==> config.mk <==
export PLATFORM = sky130hd
export DESIGN_NAME = ps2_dir_decoder
export DESIGN_NICKNAME = d
export VERILOG_FILES = /design/src/rtl/snake_pkg.sv /design/src/rtl/ps2_rx.sv /design/src/rtl/ps2_dir_decoder.sv
export SDC_FILE = /design/constraint.sdc
export NUM_CORES = 1
export LEC_CHECK = 0
export CORE_MARGIN = 2
export CORE_UTILIZATION = 60
export CTS_BUF_LIST = sky130_fd_sc_hd__clkbuf_8 sky130_fd_sc_hd__clkbuf_16
export CTS_CLUSTER_DIAMETER = 40
export CTS_CLUSTER_SIZE = 28
export DETAILED_ROUTE_END_ITERATION = 8
export DONT_BUFFER_PORTS = 1
export HOLD_SLACK_MARGIN = 0.02
export PLACE_DENSITY = 0.76
export SLEW_MARGIN = 5
export SYNTH_ARGS = -nofsm -noshare
export SYNTH_HDL_FRONTEND = slang
export SYNTH_SLANG_ARGS = --single-unit
==> constraint.sdc <==
create_clock -name clk_50 -period 5.1 [get_ports clk_50]
set_input_delay 1.02 -clock clk_50 [delete_from_list [all_inputs] [get_ports clk_50]]
set_output_delay 1.02 -clock clk_50 [all_outputs]
set_load 0.1 [all_outputs]
==> src/rtl/snake_pkg.sv <==
// Shared definitions for the snake game datapath: direction codes, PS/2
// scan-code constants, receiver FSM states and the make-code lookup.
package snake_pkg;

  // Direction codes driven on kb and consumed by the game block
  localparam logic [3:0] DIR_UP    = 4'b0000;
  localparam logic [3:0] DIR_DOWN  = 4'b0001;
  localparam logic [3:0] DIR_LEFT  = 4'b0010;
  localparam logic [3:0] DIR_RIGHT = 4'b0011;
  localparam logic [3:0] DIR_STOP  = 4'b1111;

  // Prefix and special scan codes (set 2)
  localparam logic [7:0] SC_EXT   = 8'hE0;
  localparam logic [7:0] SC_BRK   = 8'hF0;
  localparam logic [7:0] SC_ENTER = 8'h5A;

  // Frame receiver states
  typedef enum logic [1:0] {
    RX_IDLE,
    RX_DATA,
    RX_PARITY,
    RX_STOP
  } rx_state_t;

  // Result of looking up a final scan code
  typedef struct packed {
    logic       valid;
    logic [3:0] dir;
  } dir_req_t;

  // Arrow keys need the E0 prefix; WASD keys are plain codes.
  function automatic dir_req_t map_code(input logic ext, input logic [7:0] code);
    dir_req_t req;
    req.valid = 1'b1;
    req.dir   = DIR_STOP;
    if (ext) begin
      case (code)
        8'h75:   req.dir = DIR_UP;
        8'h72:   req.dir = DIR_DOWN;
        8'h6B:   req.dir = DIR_LEFT;
        8'h74:   req.dir = DIR_RIGHT;
        default: req.valid = 1'b0;
      endcase
    end else begin
      case (code)
        8'h1D:   req.dir = DIR_UP;
        8'h1B:   req.dir = DIR_DOWN;
        8'h1C:   req.dir = DIR_LEFT;
        8'h23:   req.dir = DIR_RIGHT;
        default: req.valid = 1'b0;
      endcase
    end
    return req;
  endfunction

endpackage

==> src/rtl/ps2_rx.sv <==
// PS/2 frame receiver: synchronises the bus lines, detects falling edges of
// the PS/2 clock, assembles 11-bit frames and flags malformed or stalled ones.
module ps2_rx
  import snake_pkg::*;
#(
  parameter int TIMEOUT_CYC = 50000
) (
  input  logic       clk_50,
  input  logic       rst_n,
  input  logic       i_ps2_clk,
  input  logic       i_ps2_data,
  output logic       o_byte_rdy,
  output logic [7:0] o_byte_data,
  output logic       o_frame_err
);

  localparam logic [15:0] TO_LIM = 16'(TIMEOUT_CYC);

  logic [1:0]  r_clk_sync;
  logic [1:0]  r_dat_sync;
  logic        r_clk_prev;
  logic        r_fall;
  logic        r_bit;
  rx_state_t   r_state;
  logic [2:0]  r_bit_cnt;
  logic [7:0]  r_shift;
  logic        r_parity;
  logic [15:0] r_to_cnt;
  logic        r_byte_rdy;
  logic [7:0]  r_byte_data;
  logic        r_frame_err;
  logic        w_timeout;

  // Two-flop synchronisers plus a registered falling-edge strobe on ps2_clk
  always_ff @(posedge clk_50 or negedge rst_n) begin
    if (!rst_n) begin
      // NOTE: synchronisers reset to 1 so an idle bus does not look like a falling edge after reset.
      r_clk_sync <= 2'b11;
      r_dat_sync <= 2'b11;
      r_clk_prev <= 1'b1;
      r_fall     <= 1'b0;
      r_bit      <= 1'b1;
    end else begin
      // NOTE: non-blocking assignments make each flop take its neighbour's pre-edge value, forming a real shift chain.
      r_clk_sync <= {r_clk_sync[0], i_ps2_clk};
      r_dat_sync <= {r_dat_sync[0], i_ps2_data};
      r_clk_prev <= r_clk_sync[1];
      r_fall     <= r_clk_prev & ~r_clk_sync[1];
      r_bit      <= r_dat_sync[1];
    end
  end

  assign w_timeout = (r_state != RX_IDLE) && (r_to_cnt >= TO_LIM);

  // Inter-edge watchdog: clears on every edge, counts (saturating) mid-frame
  always_ff @(posedge clk_50 or negedge rst_n) begin
    if (!rst_n) begin
      r_to_cnt <= '0;
    end else if (w_timeout || r_fall || (r_state == RX_IDLE)) begin
      r_to_cnt <= '0;
    end else if (r_to_cnt != 16'hFFFF) begin
      r_to_cnt <= r_to_cnt + 16'd1;
    end
  end

  // Frame FSM with registered byte-ready and error pulses; timeout beats an edge
  always_ff @(posedge clk_50 or negedge rst_n) begin
    if (!rst_n) begin
      r_state     <= RX_IDLE;
      r_bit_cnt   <= '0;
      r_shift     <= '0;
      r_parity    <= 1'b0;
      r_byte_rdy  <= 1'b0;
      r_byte_data <= '0;
      r_frame_err <= 1'b0;
    end else begin
      r_byte_rdy  <= 1'b0;
      r_frame_err <= 1'b0;
      if (w_timeout) begin
        r_state     <= RX_IDLE;
        r_bit_cnt   <= '0;
        r_shift     <= '0;
        r_frame_err <= 1'b1;
      end else if (r_fall) begin
        case (r_state)
          RX_IDLE: begin
            if (!r_bit) begin
              r_state   <= RX_DATA;
              r_bit_cnt <= '0;
            end else begin
              r_frame_err <= 1'b1;
            end
          end
          RX_DATA: begin
            r_shift <= {r_bit, r_shift[7:1]};
            if (r_bit_cnt == 3'd7) begin
              r_state <= RX_PARITY;
            end else begin
              r_bit_cnt <= r_bit_cnt + 3'd1;
            end
          end
          RX_PARITY: begin
            r_parity <= r_bit;
            r_state  <= RX_STOP;
          end
          RX_STOP: begin
            if (r_bit && (^{r_shift, r_parity})) begin
              r_byte_rdy  <= 1'b1;
              r_byte_data <= r_shift;
            end else begin
              r_frame_err <= 1'b1;
            end
            r_state <= RX_IDLE;
          end
          default: r_state <= RX_IDLE;
        endcase
      end
    end
  end

  assign o_byte_rdy  = r_byte_rdy;
  assign o_byte_data = r_byte_data;
  assign o_frame_err = r_frame_err;

endmodule

==> src/rtl/ps2_dir_decoder.sv <==
// Turns PS/2 keyboard make-codes into the snake direction code and an Enter
// start pulse. Tracks the E0/F0 prefixes and filters reversals and repeats.
module ps2_dir_decoder
  import snake_pkg::*;
#(
  parameter int TIMEOUT_CYC   = 50000,
  parameter int ALLOW_REVERSE = 0
) (
  input  logic       clk_50,
  input  logic       rst_n,
  input  logic       ps2_clk,
  input  logic       ps2_data,
  output logic [3:0] kb,
  output logic       dir_valid,
  output logic       start,
  output logic       frame_err
);

  logic       w_byte_rdy;
  logic [7:0] w_byte_data;
  logic       w_frame_err;
  dir_req_t   w_req;
  logic       w_opposite;
  logic       w_accept;

  logic       r_ext;
  logic       r_brk;
  logic [3:0] r_kb;
  logic       r_dir_valid;
  logic       r_start;

  ps2_rx #(
    .TIMEOUT_CYC (TIMEOUT_CYC)
  ) u_rx (
    .clk_50      (clk_50),
    .rst_n       (rst_n),
    .i_ps2_clk   (ps2_clk),
    .i_ps2_data  (ps2_data),
    .o_byte_rdy  (w_byte_rdy),
    .o_byte_data (w_byte_data),
    .o_frame_err (w_frame_err)
  );

  // Look up the received code and decide whether it changes the direction
  always_comb begin
    w_req      = map_code(r_ext, w_byte_data);
    w_opposite = (r_kb != DIR_STOP) && (w_req.dir == (r_kb ^ 4'b0001));
    w_accept   = w_req.valid && (w_req.dir != r_kb) &&
                 ((ALLOW_REVERSE != 0) || !w_opposite);
  end

  // Prefix tracking, direction latch and output pulses
  always_ff @(posedge clk_50 or negedge rst_n) begin
    if (!rst_n) begin
      r_ext       <= 1'b0;
      r_brk       <= 1'b0;
      r_kb        <= DIR_STOP;
      r_dir_valid <= 1'b0;
      r_start     <= 1'b0;
    end else begin
      r_dir_valid <= 1'b0;
      r_start     <= 1'b0;
      if (w_byte_rdy) begin
        if (w_byte_data == SC_EXT) begin
          r_ext <= 1'b1;
        end else if (w_byte_data == SC_BRK) begin
          r_brk <= 1'b1;
        end else begin
          r_ext <= 1'b0;
          r_brk <= 1'b0;
          if (!r_brk) begin
            if (w_accept) begin
              r_kb        <= w_req.dir;
              r_dir_valid <= 1'b1;
            end
            if (!r_ext && (w_byte_data == SC_ENTER)) begin
              r_start <= 1'b1;
            end
          end
        end
      end
    end
  end

  assign kb        = r_kb;
  assign dir_valid = r_dir_valid;
  assign start     = r_start;
  assign frame_err = w_frame_err;

endmodule

==> metrics <==
status=finished, final reports clean; 1st-iter DRT viols=67; largest net degree at the start of global routing=55; main combinational cell family by area after synthesis=simple AND/OR/NAND/NOR gates; Post-synth EDFFs=0; Hold Startpoint=u_rx.r_dat_sync[1]; Placeable Area=4294 µm²; Synth Area in Simple Gates=0.2002; vias post-DR=1791; GRT Total Usage=0.1940; synth warn=0; # hold bufs at CTS=0; Post-synth ARST share=1.000; Critical Path Source=kb[2]; WP data arrival=1.51 ns; TritonCTS Buffers=5; DR pass1 iterations=4; P_leak=1.220 nW; Synth Net Count=270; multiplexer share of the synthesized area=0.04674; CTS tree=built; total grt overflow=0; Initial Util=0.6171; Post-Synthesis Cells=258; Antenna Violating Nets Remaining=0; I/O pins=11; Post-CTS Setup Bufs=0; Layout Cells excl Fill=310; Synth Cell Area=2650 µm²; area grow syn2layout=5.241%; Max Cap Viol=0; DP Cell Count=302; layout cells sized above 1=0.1163; complex-gate fraction of the synthesized area=0.1043; FP Rows=24; Via density=5.777; number of global-route vias before repair=1719; first-pass GRT wire length=7631 µm; pwr dens=419.3 nW/µm²; crit path launch type=flop; HP Class=reg2reg; critical path type=reg2out; Placement Setup Slack=2.793 ns; launching point of the worst reg2reg path=u_rx.r_shift[2]; critical path peak fanout=4; Nets=269; Max Slew Vio Count=0; Detailed Place HPWL=3004 µm; Placer Congestion=0.8286; most common cell after layout, fill and taps aside=dfrtp_1; total negative slack=0 ns; clock skew=0.007699 ns; xor-xnor portion of the synthesized cell area=0.06468; setup violators final=0; peak supply drop=0.0001839 V; Ant. Diodes=0; DIE AREA=4965 µm²; Tot Pwr=1.169 mW; Sink Count=54; most frequent cells in the layout=45 x dfrtp_1, 36 x nand2_1, 22 x nor2_1; later-pin clock latency in the skew report=0.30 ns; H-tree levels=2; Clk pin slew, worst setup/hold paths=0.10 ns; sequential-to-total area share from yosys stat=0.5142; routed wire length=4395 µm; Worst R2R Setup Slack=2.80 ns; Data required, critical path=4.08 ns; main flop type after synthesis=dfrtp_1; Hold Path Cell Cnt=0; hold path endpoint=u_rx.r_bit; post-synth cell types=44; Max Clk Rate=394.5 MHz; die span in y=70.46 µm; Synth Register Bits=54; IO Port Bufs=0; Adder-Cell Fraction of Synth Area=0.03777; R2R depth=6; CTS root buf=clkbuf_8; RR Endpoint=u_rx.o_byte_data[5]; Slew headroom=0.3399; Routed WL per cell=14.18 µm; Final Hold Fails=0; antenna violations before repair=0; Max Buffers Root-to-Sink=2; fin crit share=0.4970; Final WS setup=2.565 ns; Tmin final=2.535 ns; post-cts sizing count=0; die span in x=70.46 µm; synthesized area per cell=10.27 µm²; crit end category=output pin; DRC viols=0; RSZ-0062 raised after global routing=false; Slew @ Worst Pin=0.9901 ns
## per-layer routing
metal | share of wire | global-route usage
met1 | 0.48 | 0.2604
met2 | 0.48 | 0.3166
met3 | 0.026 | 0.03463
met4 | 0.015 | 0.07051
met5 | 0 | 0
## logic make-up after synthesis
kind of cell	Yosys count
multiplexers	11
AO/OA/AOI/OAI	43
buffers and inverters	19
adder cells (fa/ha/maj)	8
XOR/XNOR	18
AND/OR/NAND/NOR	105
flip-flops	54
## flip-flops by register name, indices dropped and copies added (netlist names)
signal / count
u_rx.o_byte_data: 8
u_rx.r_to_cnt: 16
u_rx.r_dat_sync: 2
dir_valid: 1
r_ext: 1
u_rx.r_clk_sync: 2
u_rx.r_parity: 1
u_rx.r_bit_cnt: 3
kb: 3
u_rx.o_byte_rdy: 1
u_rx.r_clk_prev: 1
u_rx.r_state: 2
u_rx.r_fall: 1
start: 1
u_rx.o_frame_err: 1
u_rx.r_shift: 8
u_rx.r_bit: 1
r_brk: 1
## Yosys cell counts, types with 2 or more instances
master,instances,area share
dfrtp_1,45,0.42
nand2_1,36,0.051
nor2_1,22,0.031
a21oi_1,17,0.032
inv_1,10,0.014
mux2_2,10,0.042
xor2_1,10,0.033
dfstp_2,9,0.089
nand3_1,9,0.017
ha_1,8,0.038
o21ai_0,8,0.015
xnor2_1,7,0.023
clkbuf_1,4,0.0057
nand4_1,4,0.0094
nor2b_1,4,0.0094
nor3_1,4,0.0076
nor3b_1,4,0.011
a211oi_1,3,0.0085
a22o_1,3,0.0099
a31oi_1,3,0.0071
and2_1,3,0.0071
and3b_1,3,0.0099
and4_1,3,0.0099
nand2b_1,3,0.0071
nor4_1,3,0.0071
buf_2,2,0.0038
nand3b_1,2,0.0057
o31ai_1,2,0.0057
or3_1,2,0.0047
## final cells by class
class	count	area, µm²
Inverter	10	37.54
Sequential cell	54	1363
Multi-Input combinational cell	185	1202
Clock buffer	5	68.82
Clock inverter	3	45.04
Fill cell	336	1505
Timing Repair Buffer	1	7.507
Tap cell	52	65.06
## worst max-delay path by stage
stage	end	cells after the start
finish	kb[2]	0
global placement	u_rx.o_byte_data[4]	6
global route	kb[3]	0
floorplan	kb[3]	1
CTS	kb[2]	0
detailed placement	u_rx.o_byte_data[5]	6
## through the flow
step | hold WS (ns) | instance area (µm²) | util
after global placement | 0.3463 | 2675 | 0.6230
after global routing | 0.3638 | 2789 | 0.6495
after floorplan | 0.3452 | 2650 | -
after CTS | 0.3607 | 2789 | 0.6495
after detailed placement | 0.3475 | 2675 | 0.6230
final | 0.3591 | 2789 | 0.6495
## power breakdown
part	switching, mW	internal [mW]	total (mW)
Combinational	0.133	0.143	0.276
Sequential	0.112	0.500	0.612
Clock	0.135	0.146	0.281
Total	0.380	0.789	1.17
(Power assumes the default switching activity.)
==> RTL change 1: new RTL, same flow settings <==
`ALLOW_REVERSE`: 0 -> 1.
--- a/src/rtl/ps2_dir_decoder.sv
+++ b/src/rtl/ps2_dir_decoder.sv
@@ -4,7 +4,7 @@
   import snake_pkg::*;
 #(
   parameter int TIMEOUT_CYC   = 50000,
-  parameter int ALLOW_REVERSE = 0
+  parameter int ALLOW_REVERSE = 1
 ) (
   input  logic       clk_50,
   input  logic       rst_n,
Behaviour: same outputs for any inputs over 10 cycles, from zero or initial values and one cycle with rst_n low; that may be too few to reach the edited logic, so the function may still have changed.
==> RTL change 1 against the original RTL <==
Sequential cell count unchanged. Final area up 0.36%. Total power down 2.7%. Clock power down 11%. Non-clock buffer count down 1. Utilization down 0.22 points. Wire length up 1.9%. Sequential power down 4.2%. Worst setup slack worse by 0.014 ns. Synthesized area up 1.1%. Critical path type unchanged. Critical endpoint is now kb[3].
==> RTL change 1: results (changes against the original RTL) <==
{| class="wikitable"
! Metric !! Value
|-
| Placer Congestion || 0.8577 (was 0.8286)
|-
| Filler Cells Inserted || 346 (was 336)
|-
| Final design instance area without fill || 2799 µm² (was 2789 µm²)
|-
| Post-synthesis xor/xnor area fraction || 0.07049 (was 0.06468)
|-
| WL/cell || 14.50 µm (was 14.18 µm)
|-
| Total Wirelength || 4479 µm (was 4395 µm)
|-
| First-pass GRT wire length || 7941 µm (was 7631 µm)
|-
| Reported combinational group power || 303 µW (was 276 µW)
|-
| Top post-synthesis cells by count || 45 x sky130_fd_sc_hd__dfrtp_1, 26 x sky130_fd_sc_hd__nand2_1, 24 x sky130_fd_sc_hd__nor2_1 (was 45 x sky130_fd_sc_hd__dfrtp_1, 36 x sky130_fd_sc_hd__nand2_1, 22 x sky130_fd_sc_hd__nor2_1)
|-
| Arithmetic-cell share of the synthesized area counting full adders, half adders and majority gates || 0.03735 (was 0.03777)
|-
| Non-clock buffer area fraction after layout || 0 (was 0.002692)
|-
| Total of clock buffers placed in the layout || 6 (was 5)
|-
| Placed Area || 2699 µm² (was 2675 µm²)
|-
| Cell count after placement || 301 (was 302)
|-
| P_clk || 249 µW (was 281 µW)
|-
| Violation count after the first detailed-routing iteration || 86 (was 67)
|-
| Leakage power figure || 0.001199 µW (was 0.001220 µW)
|-
| GRT Util Overall || 0.2026 (was 0.1940)
|-
| Vias in the first global route || 1698 (was 1719)
|-
| Fraction of final layout cells with drive strength greater than 1 || 0.1206 (was 0.1163)
|-
| Critical Path AT || 1.53 ns (was 1.51 ns)
|-
| Total number of vias || 1815 (was 1791)
|-
| Mux contribution to synthesized area || 0.04995 (was 0.04674)
|-
| Share of the final layout cell area in multi-input gates || 0.4408 (was 0.4311)
|-
| Share of the final layout cell area in sequential cells || 0.4868 (was 0.4886)
|-
| HPWL after detailed placement || 3077 µm (was 3004 µm)
|-
| Area fraction in compound gates after synthesis || 0.1111 (was 0.1043)
|-
| Peak VDD IR || 206.5 µV (was 183.9 µV)
|-
| Net Sw Frac || 0.3362 (was 0.3252)
|-
| Main area contributors after synthesis || sky130_fd_sc_hd__dfrtp_1 42%, sky130_fd_sc_hd__dfstp_2 8.8%, sky130_fd_sc_hd__mux2_2 4.2% (was sky130_fd_sc_hd__dfrtp_1 42%, sky130_fd_sc_hd__dfstp_2 8.9%, sky130_fd_sc_hd__nand2_1 5.1%)
|-
| Non-clock buffer count || 0 (was 1)
|-
| Result of the run || finished clean (unchanged)
|-
| Final clock skew || 0.01431 ns (was 0.007699 ns)
|-
| Actual slew at the worst max-slew pin || 0.9964 ns (was 0.9901 ns)
|-
| Clock buf/inv share || 0.03576 (was 0.04083)
|-
| Yosys cell types || 48 (was 44)
|}
==> RTL change 1: per-stage QoR <==
step,total power (µW),setup slack (ns),utilization
final,1138,2.551,0.6473
after CTS,1150,2.548,0.6473
after floorplan,834.3,2.847,-
after global routing,1221,2.358,0.6473
after global placement,889.1,2.744,0.6241
after detailed placement,896.1,2.650,0.6241
==> RTL change 1: final timing paths <==
kind | from | end | slack (ns)
max in group asynchronous | rst_n | u_rx.r_clk_sync[1] | 4.51
max reg2reg | u_rx.r_state[0] | u_rx.r_bit_cnt[0] | 2.63
max | kb[2] | kb[3] | 2.55
min | u_rx.r_clk_sync[0] | u_rx.r_clk_sync[1] | 0.36
min reg2reg | u_rx.r_clk_sync[0] | u_rx.r_clk_sync[1] | 0.36
min in group asynchronous | rst_n | u_rx.o_byte_data[2] | 0.39
==> RTL change 1: layer usage <==
metal  global-route usage  part of all wire
met1               0.2808              0.48
met2               0.3084              0.47
met3              0.04131             0.033
met4              0.09644             0.019
met5                    0                 0
==> RTL change 2: new RTL, same settings <==
Made on the original files. Re-encode `rx_state_t` (4 states) as one-hot, 4 bits wide.
--- a/src/rtl/snake_pkg.sv
+++ b/src/rtl/snake_pkg.sv
@@ -15,11 +15,11 @@
   localparam logic [7:0] SC_ENTER = 8'h5A;
 
   // Frame receiver states
-  typedef enum logic [1:0] {
-    RX_IDLE,
-    RX_DATA,
-    RX_PARITY,
-    RX_STOP
+  typedef enum logic [3:0] {
+    RX_IDLE   = 4'b0001,
+    RX_DATA   = 4'b0010,
+    RX_PARITY = 4'b0100,
+    RX_STOP   = 4'b1000
   } rx_state_t;
 
   // Result of looking up a final scan code
Check against the original RTL: no difference found for any inputs over 10 cycles, from zero or initial values and one cycle with rst_n low; not proved beyond that.
==> RTL change 2 against the original RTL <==
Synthesized area up 3.5%. Non-clock buffer count down 1. Total power decreased by 17%. Highest routed layer unchanged. Sequential power is 11% lower. Register-to-register slack worse by 0.18 ns. Sequential cell count increased by 2. Final area is 2.8% higher. Worst setup slack got worse by 0.027 ns. Combinational power shrank 33%. Wire length shrank 0.82%. First-iteration DRC count is 12% higher.
==> RTL change 2: results (changes against the original RTL) <==
{| class="wikitable"
! Metric !! Value
|-
| Sequential share of the synthesized area || 0.5155 (was 0.5142)
|-
| Number of instances in the synthesized netlist || 243 (was 258)
|-
| GRT Util Overall || 0.1917 (was 0.1940)
|-
| Global routing met3 resource utilization || 0.04923 (was 0.03463)
|-
| Placer Congestion || 0.8969 (was 0.8286)
|-
| Peak VDD IR || 255.4 µV (was 183.9 µV)
|-
| Maximum number of pins on one net before global-route repair || 57 (was 55)
|-
| Slew headroom || 0.3168 (was 0.3399)
|-
| HPWL after detailed placement || 3037 µm (was 3004 µm)
|-
| Number of nets in the synthesized netlist || 251 (was 270)
|-
| Post-CTS Setup Bufs || 0 (unchanged)
|-
| Antenna cell count || 0 (unchanged)
|-
| Leakage power figure || 0.001303 µW (was 0.001220 µW)
|-
| Fraction of final layout cells with drive strength greater than 1 || 0.1585 (was 0.1163)
|-
| Most common cell after layout, fill and taps aside || sky130_fd_sc_hd__dfrtp_1 (unchanged)
|-
| Met2 Track Usage GR || 0.3086 (was 0.3166)
|-
| Placed Area || 2776 µm² (was 2675 µm²)
|-
| Main area contributors after synthesis || sky130_fd_sc_hd__dfrtp_1 42%, sky130_fd_sc_hd__dfstp_2 9.6%, sky130_fd_sc_hd__mux2_4 4.9% (was sky130_fd_sc_hd__dfrtp_1 42%, sky130_fd_sc_hd__dfstp_2 8.9%, sky130_fd_sc_hd__nand2_1 5.1%)
|-
| Top post-synthesis cells by count || 46 x sky130_fd_sc_hd__dfrtp_1, 25 x sky130_fd_sc_hd__nor2_1, 11 x sky130_fd_sc_hd__a22o_1, 11 x sky130_fd_sc_hd__inv_1 (was 45 x sky130_fd_sc_hd__dfrtp_1, 36 x sky130_fd_sc_hd__nand2_1, 22 x sky130_fd_sc_hd__nor2_1)
|-
| Total number of vias || 1810 (was 1791)
|-
| Mean number of vias per cell || 6.074 (was 5.777)
|-
| Final clock skew || 0.008963 ns (was 0.007699 ns)
|-
| Met1 Usage GRT || 0.2521 (was 0.2604)
|-
| First-pass GRT wire length || 7810 µm (was 7631 µm)
|-
| Violation count after the first detailed-routing iteration || 75 (was 67)
|-
| Yosys cell types || 55 (was 44)
|-
| Critical Path AT || 1.54 ns (was 1.51 ns)
|-
| Cell count after placement || 290 (was 302)
|-
| Result of the run || finished clean (unchanged)
|-
| WL/cell || 14.63 µm (was 14.18 µm)
|-
| Clk_lat worst skew || 0.30 ns (about the same)
|-
| Port Buffer Count || 0 (unchanged)
|}
-- RTL change 2: metrics by stage --
stage	total power [µW]	worst slack, ns	hold WS [ns]	utilization
floorplan	699.0	2.819	0.3452	-
CTS	978.7	2.524	0.3618	0.6538
detailed placement	737.9	2.627	0.3473	0.6333
global route	1028	2.500	0.3646	0.6538
finish	966.2	2.538	0.3608	0.6538
global placement	729.5	2.668	0.3462	0.6333
-- RTL change 2: power breakdown --
part | leakage [µW] | internal (µW) | switching, µW
Combinational | 0.000521 | 91.1 | 94.8
Clock | 0.0000445 | 97.6 | 138
Sequential | 0.000738 | 492 | 53.3
Total | 0.00130 | 681 | 286
-- RTL change 2: worst reg2reg max path, stage by stage (launching register included) --
cell and delay, ns:
sky130_fd_sc_hd__dfrtp_1 0.43, sky130_fd_sc_hd__or4_1 0.55, sky130_fd_sc_hd__o211ai_2 0.30, sky130_fd_sc_hd__nor2_2 0.10, sky130_fd_sc_hd__or3_1 0.63, sky130_fd_sc_hd__mux2_4 0.38
-- RTL change 2: path summary, 6_finish.rpt --
kind | startpoint | end | slack, ns | depth (start not counted)
max in group asynchronous | rst_n | u_rx.r_bit | 4.50 | 0
setup reg to reg | u_rx.r_to_cnt[12] | u_rx.o_byte_data[0] | 2.62 | 5
hold / removal | u_rx.r_dat_sync[1] | u_rx.r_bit | 0.36 | 0
min in group asynchronous | rst_n | start | 0.39 | 0
setup / recovery | kb[2] | kb[3] | 2.54 | 0
hold reg to reg | u_rx.r_dat_sync[1] | u_rx.r_bit | 0.36 | 0
-- RTL change 2: cell type report --
cell class                      instances  area (µm²)
Clock inverter                          3       21.27
Multi-Input combinational cell        171        1256
Fill cell                             339        1518
Sequential cell                        56        1414
Inverter                               11       41.29
Clock buffer                            5       68.82
Tap cell                               52       65.06
-- RTL change 2: kinds of logic after synthesis --
group,synth area share
AND/OR/NAND/NOR,0.1829
flip-flops,0.5155
AO/OA/AOI/OAI,0.1328
XOR/XNOR,0.06250
buffers and inverters,0.02646
multiplexers,0.06159
adder cells (fa/ha/maj),0.01825
-- RTL change 2: metal layers --
| layer | wire (µm) | part of all wire |
|---|---|---|
| met5 | 0 | 0 |
| met4 | 57 | 0.013 |
| met3 | 147 | 0.034 |
| met2 | 2104 | 0.48 |
| met1 | 2050 | 0.47 |
